[src/rtl/dec8b10b_link_sync.sv]
// Link synchronisation and K28.5 word-alignment controller sitting beside the 8b10b decoder.
// Hunts for comma alignment via bitslip, runs a simplified clause-36 sync FSM, and counts slips/losses.
module dec8b10b_link_sync #(
    parameter int pSlipTimeout = 64,
    parameter int pSlipSettle  = 4,
    parameter int pCommaCount  = 3,
    parameter int pMaxBad      = 4,
    parameter int pGoodRun     = 4
) (
    input  logic        i_Clk,
    input  logic        i_Rst,
    input  logic        i_Valid,
    output logic        o_DecEnable,
    output logic        o_DecSoftReset,
    input  logic [7:0]  i8_Dout,
    input  logic        i_Kout,
    input  logic        i_DErr,
    input  logic        i_DpErr,
    output logic        o_Bitslip,
    output logic        o_Synced,
    output logic [1:0]  o2_State,
    output logic [3:0]  o4_SlipCnt,
    output logic [15:0] o16_LossCnt
);

    typedef enum logic [1:0] {
        ST_LOS  = 2'd0,
        ST_SLIP = 2'd1,
        ST_CD   = 2'd2,
        ST_SYNC = 2'd3
    } state_t;

    localparam logic [7:0] WORD_LAST   = 8'(pSlipTimeout - 1);
    localparam logic [3:0] SETTLE_LAST = 4'(pSlipSettle - 1);
    localparam logic [3:0] COMMA_NEED  = 4'(pCommaCount);
    localparam logic [3:0] BAD_LAST    = 4'(pMaxBad - 1);
    localparam logic [7:0] GOOD_LAST   = 8'(pGoodRun - 1);

    state_t      state_reg, state_next;
    logic [7:0]  word_cnt_reg, word_cnt_next;
    logic [3:0]  settle_cnt_reg, settle_cnt_next;
    logic [3:0]  comma_cnt_reg, comma_cnt_next;
    logic [3:0]  bad_cnt_reg, bad_cnt_next;
    logic [7:0]  good_cnt_reg, good_cnt_next;
    logic [3:0]  slip_cnt_reg, slip_cnt_next;
    logic [15:0] loss_cnt_reg, loss_cnt_next;
    logic        soft_rst_reg, soft_rst_next;
    logic        bitslip_reg, bitslip_next;
    logic        synced_reg;
    logic        stat_vld_reg;
    logic        is_comma, is_bad;

    assign o_DecEnable    = i_Valid & ~i_Rst & (state_reg != ST_SLIP);
    assign o_DecSoftReset = soft_rst_reg;
    assign o_Bitslip      = bitslip_reg;
    assign o_Synced       = synced_reg;
    assign o2_State       = state_reg;
    assign o4_SlipCnt     = slip_cnt_reg;
    assign o16_LossCnt    = loss_cnt_reg;

    assign is_comma = ~i_DErr & i_Kout & (i8_Dout == 8'hBC);
    assign is_bad   = i_DErr | i_DpErr;

    always_comb begin
        state_next      = state_reg;
        word_cnt_next   = word_cnt_reg;
        settle_cnt_next = settle_cnt_reg;
        comma_cnt_next  = comma_cnt_reg;
        bad_cnt_next    = bad_cnt_reg;
        good_cnt_next   = good_cnt_reg;
        slip_cnt_next   = slip_cnt_reg;
        loss_cnt_next   = loss_cnt_reg;
        soft_rst_next   = 1'b0;
        bitslip_next    = 1'b0;
        case (state_reg)
            // Settling ignores decoder status entirely, so in-flight words are dropped here.
            ST_SLIP: begin
                if (settle_cnt_reg == SETTLE_LAST) begin
                    state_next    = ST_LOS;
                    word_cnt_next = 8'd0;
                end else begin
                    settle_cnt_next = settle_cnt_reg + 4'd1;
                end
            end
            ST_LOS: begin
                if (stat_vld_reg) begin
                    if (is_comma) begin
                        state_next     = ST_CD;
                        comma_cnt_next = 4'd1;
                        word_cnt_next  = 8'd0;
                    end else if (word_cnt_reg == WORD_LAST) begin
                        state_next      = ST_SLIP;
                        bitslip_next    = 1'b1;
                        soft_rst_next   = 1'b1;
                        settle_cnt_next = 4'd0;
                        word_cnt_next   = 8'd0;
                        slip_cnt_next   = (slip_cnt_reg == 4'd9) ? 4'd0 : slip_cnt_reg + 4'd1;
                    end else begin
                        word_cnt_next = word_cnt_reg + 8'd1;
                    end
                end
            end
            ST_CD: begin
                if (stat_vld_reg) begin
                    if (is_bad) begin
                        state_next     = ST_LOS;
                        word_cnt_next  = 8'd0;
                        comma_cnt_next = 4'd0;
                        soft_rst_next  = 1'b1;
                    end else if (is_comma) begin
                        comma_cnt_next = comma_cnt_reg + 4'd1;
                        word_cnt_next  = 8'd0;
                        if ((comma_cnt_reg + 4'd1) >= COMMA_NEED) begin
                            state_next    = ST_SYNC;
                            bad_cnt_next  = 4'd0;
                            good_cnt_next = 8'd0;
                        end
                    end else if (word_cnt_reg == WORD_LAST) begin
                        state_next     = ST_LOS;
                        word_cnt_next  = 8'd0;
                        comma_cnt_next = 4'd0;
                    end else begin
                        word_cnt_next = word_cnt_reg + 8'd1;
                    end
                end
            end
            ST_SYNC: begin
                if (stat_vld_reg) begin
                    if (is_bad) begin
                        if (bad_cnt_reg == BAD_LAST) begin
                            state_next     = ST_LOS;
                            soft_rst_next  = 1'b1;
                            word_cnt_next  = 8'd0;
                            comma_cnt_next = 4'd0;
                            bad_cnt_next   = 4'd0;
                            good_cnt_next  = 8'd0;
                            loss_cnt_next  = (loss_cnt_reg == 16'hFFFF) ? loss_cnt_reg
                                                                         : loss_cnt_reg + 16'd1;
                        end else begin
                            bad_cnt_next  = bad_cnt_reg + 4'd1;
                            good_cnt_next = 8'd0;
                        end
                    end else if (bad_cnt_reg != 4'd0) begin
                        // A full run of good words forgives one earlier bad word.
                        if (good_cnt_reg == GOOD_LAST) begin
                            bad_cnt_next  = bad_cnt_reg - 4'd1;
                            good_cnt_next = 8'd0;
                        end else begin
                            good_cnt_next = good_cnt_reg + 8'd1;
                        end
                    end else begin
                        good_cnt_next = 8'd0;
                    end
                end
            end
            default: state_next = ST_LOS;
        endcase
    end

    always_ff @(posedge i_Clk) begin
        if (i_Rst) begin
            state_reg      <= ST_LOS;
            word_cnt_reg   <= 8'd0;
            settle_cnt_reg <= 4'd0;
            comma_cnt_reg  <= 4'd0;
            bad_cnt_reg    <= 4'd0;
            good_cnt_reg   <= 8'd0;
            slip_cnt_reg   <= 4'd0;
            loss_cnt_reg   <= 16'd0;
            soft_rst_reg   <= 1'b1;
            bitslip_reg    <= 1'b0;
            synced_reg     <= 1'b0;
            stat_vld_reg   <= 1'b0;
        end else begin
            state_reg      <= state_next;
            word_cnt_reg   <= word_cnt_next;
            settle_cnt_reg <= settle_cnt_next;
            comma_cnt_reg  <= comma_cnt_next;
            bad_cnt_reg    <= bad_cnt_next;
            good_cnt_reg   <= good_cnt_next;
            slip_cnt_reg   <= slip_cnt_next;
            loss_cnt_reg   <= loss_cnt_next;
            soft_rst_reg   <= soft_rst_next;
            bitslip_reg    <= bitslip_next;
            synced_reg     <= (state_next == ST_SYNC);
            // Decoder status lags its enable by one cycle and is junk while it is being reset.
            stat_vld_reg   <= o_DecEnable & ~soft_rst_reg;
        end
    end

endmodule

[config.mk]
export PLATFORM = sky130hd
export DESIGN_NAME = dec8b10b_link_sync
export DESIGN_NICKNAME = d
export VERILOG_FILES = /design/src/rtl/dec8b10b_link_sync.sv
export SDC_FILE = /design/constraint.sdc
export NUM_CORES = 1
export LEC_CHECK = 0
export BUFFER_PORTS_ARGS = -buffer_cell sky130_fd_sc_hd__buf_2
export CAP_MARGIN = 20
export CORE_ASPECT_RATIO = 0.8
export CORE_MARGIN = 2
export CORE_UTILIZATION = 52
export CTS_CLUSTER_SIZE = 20
export DETAILED_ROUTE_END_ITERATION = 8
export GPL_ROUTABILITY_DRIVEN = 0
export PLACE_DENSITY = 0.82
export SLEW_MARGIN = 25
export SYNTH_ARGS = -nofsm -noshare
export SYNTH_HDL_FRONTEND = slang
export SYNTH_SLANG_ARGS = --single-unit
[constraint.sdc]
create_clock -name i_Clk -period 2.3 [get_ports i_Clk]
set_input_delay 0.575 -clock i_Clk [delete_from_list [all_inputs] [get_ports i_Clk]]
set_output_delay 0.575 -clock i_Clk [all_outputs]
set_load 0.02 [all_outputs]
# After elaboration in Yosys (flattened, before gate mapping)
# Index checks and enable logic that the tools add are counted.
[word_totals]
reg_bits = 54
input_bits = 14
elab_cells = 140
out_inout_bits = 26
[classes]
magnitude_cmp = 1
add_sub_neg = 8
muxes = 66
bitwise = 12
n_reduce_logical = 13
eq_ne = 28
[op_table]
columns = ["cell", "n"]
rows = [
  ["$mux 8", 17],
  ["$mux 4", 22],
  ["$pmux 8 s4", 1],
  ["$ne 2x2->1 const B", 13],
  ["$mux 2", 12],
  ["$add 16x1->16 const B", 1],
  ["$add 4x1->4 const B", 4],
  ["$add 8x1->8 const B", 2],
  ["$eq 16x16->1 const B", 1],
  ["$pmux 4 s2", 2],
  ["$pmux 8 s2", 1],
  ["$reduce_and 8->1", 2],
  ["$pmux 4 s3", 1],
  ["$reduce_and 6->1", 2],
  ["$reduce_and 5->1", 2],
  ["$eq 4x2->1 const B", 2],
  ["$eq 8x2->1 const B", 1],
  ["$eq 8x6->1 const B", 1],
  ["$eq 8x8->1 const B", 1],
  ["$mux 1", 8],
  ["$pmux 2 s4", 1],
  ["$eq 2x2->1 const B", 3],
  ["$ne 3x3->1 const B", 2],
  ["$not 1->1", 6],
  ["15 further kinds", 20],
]

# Longest topological paths before layout
[logic_depth]
ltp_word = 8
mapped_depth = 8
ltp_nobuf = 7

# Least setup slack after synthesis
# Ideal clock, no wire load.
[synth_timing]
path_type = "input port to flip-flop"
start = "input i_DErr"
end = "register bad_cnt_reg[2]"
t_required_ps = 2169
arrival_time_ps = 2189
setup_slack_ps = -19
n_path_buf = 2
cell_stages = 7
setup_ps = 131
cell_sequence = "buf_6 -> nor4b_4 -> a41oi_2 -> or4_1 -> buf_2 -> o311ai_1 -> o31ai_1"
[synth_between]
elab_chain_cells = 5
elab_cells_between_ends = 12
cone_classes = "4 x eq/ne; 3 x mux; 4 x bitwise; 1 x reduce/logical"
[synth_lines]
columns = ["item", "line_no", "rtl"]
rows = [
  ["start, declared", "17", "input logic i_DErr,"],
  ["$not 1->1", "61", "assign is_comma = ~i_DErr & i_Kout & (i8_Dout == 8'hBC);"],
  ["$and 1x1->1 (2 in a row)", "61", ""],
  ["$ne 2x2->1 (no line)", "--", ""],
  ["$reduce_and 8->1 (no line)", "--", ""],
  ["end signal, assigned", "179", "bad_cnt_reg <= bad_cnt_next;"],
  ["end, declared", "43", "logic [3:0] bad_cnt_reg, bad_cnt_next;"],
]
# Several ways; a longest one is shown, not always the timed one. The select of a mux whose other input is x is not followed.
# A chain may end at the register's enable or synchronous reset.

# Final worst setup path
[layout_timing]
start = "register bad_cnt_reg[1]"
end = "register loss_cnt_reg[6] (netlist: o16_LossCnt[6])"
[layout_between]
elab_chain_cells = 2
[layout_lines]
columns = ["item", "line_no", "rtl"]
rows = [
  ["$eq 4x2->1", "130", "if (bad_cnt_reg == BAD_LAST) begin"],
  ["$reduce_and 5->1 (no line)", "--", ""],
  ["end signal, assigned", "182", "loss_cnt_reg <= loss_cnt_next;"],
  ["end, declared", "46", "logic [15:0] loss_cnt_reg, loss_cnt_next;"],
]
# No other way between the ends.

==> qor.yml <==
dpl_worst_slack_ns: -0.123
die_y_um: 71.3
grt_pass1_vias: 2638
insertion_delay_ns: 0.32
hpwl_um: 5180
start_util_pct: 53.9
fmax_mhz: 457
dr.pass1.iters: 4
worstPathCellList: "ha_1 -> or3b_2 -> or4b_4 -> or3_1 -> a21oi_1"
ios: 40
cap_violations: 0
finalPower_w: 0.00154
antenna_found_initial: 0
post-cts-setup-buffers: 0
crit_slowest_cell: "or4b_4"
path_clk_slew_ns: 0.10
cts.path.max_buffers: 2
drv_slew: 0
use_met2_pct: 39.0
root_buffer: "clkbuf_8"
setup_viol: 0
relSlewSlack_pct: 49.2
port_buffers: 39
path_buf_inv: 0
yosysWarnings: 0
peakVddDrop_v: 0.000231
drive_gt1_share_pct: 20.4
critical_path_required_ns: 2.55
routed-via-count: 2872
grt_setup_unrepaired: "no"
cts_max_level: 2
synth-async-reset-ratio_pct: 0
yosys.area.top_type: "dfxtp_1"
synth-seq-area-share_pct: 36.7
min_period_over_period_pct: 95.1
diodes: 0
synth_ff_type: "dfxtp_1"
powerDensity_nw_per_um2: 446
largest_reg_flops: 16
cts_buffers: 5
clock_skew_ns: 0.00995
syn-num-nets: 373
min_period_ns: 2.19
grt_overflow: 0
grt_use_met1_pct: 30.8
die_area_um2: 6290
vias_per_cell: 5.93
top_usage_layer: "met2"
hold_viol: 0
fin_nets: 429
synth_edf_count: 0
synth.area.top_cells: "dfxtp_1, nor2_1, xnor2_1"
grt_max_degree: 50
coreArea_um2: 5470
use_met3_pct: 5.07
synth.most_common_cell: "dfxtp_1"
fp-row-count: 24
die_w_um: 88.2
synth_cells: 350
routed_wl_um: 7090
netlist_area_um2: 2950
crit_path_start_kind: "flip-flop"
status: "completed"
grt_pass1_wl_um: 11900
syn_area_per_cell_um2: 8.42
wire_per_inst_um: 14.7
final_core_util_pct: 63.1
worst_slew_pin_slew_ns: 0.756
worstSetupPathType: "flip-flop to flip-flop"
cts_tree: "built"
synth_cell_types: 56
yosys.area.top_type_share_pct: 36.7
drc_errors: 0
grt.total_usage_pct: 23.7
drt_iter0_markers: 199
critical-path-top-delay-family: "simple AND/OR/NAND/NOR gates"
setup_slack_ns: 0.112
cp.arrival_ns: 2.44
synthTopCellsByCount: "dfxtp_1, nor2_1, nand2_1"
ant_nets: 0
endpoint_kind: "flip-flop"
postCtsHoldBufs: 0
p_leak_nw: 1.34
hp-class: "flip-flop to flip-flop"
crit_path_max_fanout: 5
cp_slowest_stage_delay_ns: 0.60
cts_sinks: 54
areaGrowthSynthToFinish_pct: 17.0
synth_seq_cells: 54
fin_setup_tns_ns: 0
## stage by stage
step	area (um^2)	std cells	hold slack, ns
2_1_floorplan	2950	350	0.444
3_3_place_gp	3350	477	0.429
3_5_place_dp	3350	477	0.439
4_1_cts	3440	484	0.444
5_1_grt	3450	484	0.451
6_report	3450	484	0.443
## cell type report
cell class              instances  area (um^2)
fillers                       504         2020
multi-input cells             276         1790
flip-flops and latches         54         1090
repair buffers                 61          360
well taps                      78         97.6
clock buffers                   5         68.8
inverters                       8         30.0
clock inverters                 2         15.0
## timing repair
item | 4_1_cts | 5_1_grt
endpoints found under the setup margin | 1 | 5
pin swaps | 0 | 0
gates cloned | 0 | 0
gates resized for setup | 1 | 4
hold endpoints to repair | 0 | 0
## report_power, final
part	switching, W	internal (W)
clock	0.000319	0.000209
combinational	0.0000463	0.0000271
sequential	0.00000289	0.000936
## path summary, 6_finish.rpt
| check | start | cells after the start | slack [ns] | endpoint |
|---|---|---|---|---|
| worst max-delay path | bad_cnt_reg[1] | 5 | 0.11 | o16_LossCnt[6] |
| worst min-delay path | o_DecSoftReset | 1 | 0.44 | stat_vld_reg |
| worst max register to register | bad_cnt_reg[1] | 5 | 0.11 | o16_LossCnt[6] |
| worst min register to register | o_DecSoftReset | 1 | 0.44 | stat_vld_reg |
## layer usage
metal	vias to the layer above	wire length [um]	part of all wire [%]
li1	1405	-	-
met1	1349	3170	45
met2	101	3290	46
met3	17	501	7.1
met4	0	129	1.8
met5	-	0	0
## logic make-up after synthesis
kind of cell	count (synthesis)	share of synthesized area [%]
buffers and inverters	20	2.89
AND/OR/NAND/NOR	177	33.5
flip-flops	54	36.7
multiplexers	4	1.44
adder cells (fa/ha/maj)	9	3.82
AO/OA/AOI/OAI	61	14.3
XOR/XNOR	25	7.43
## cells in the final DEF, fill, tap and decap left out, types with 12 or more instances in the layout
cell	count
nand2_1	19
nor2_1	49
nand4_1	12
o21ai_0	13
buf_4	22
xnor2_1	18
nor4_1	14
dfxtp_1	52
nand3_1	18
buf_2	39
a21oi_1	16
(Power assumes the default switching activity.)
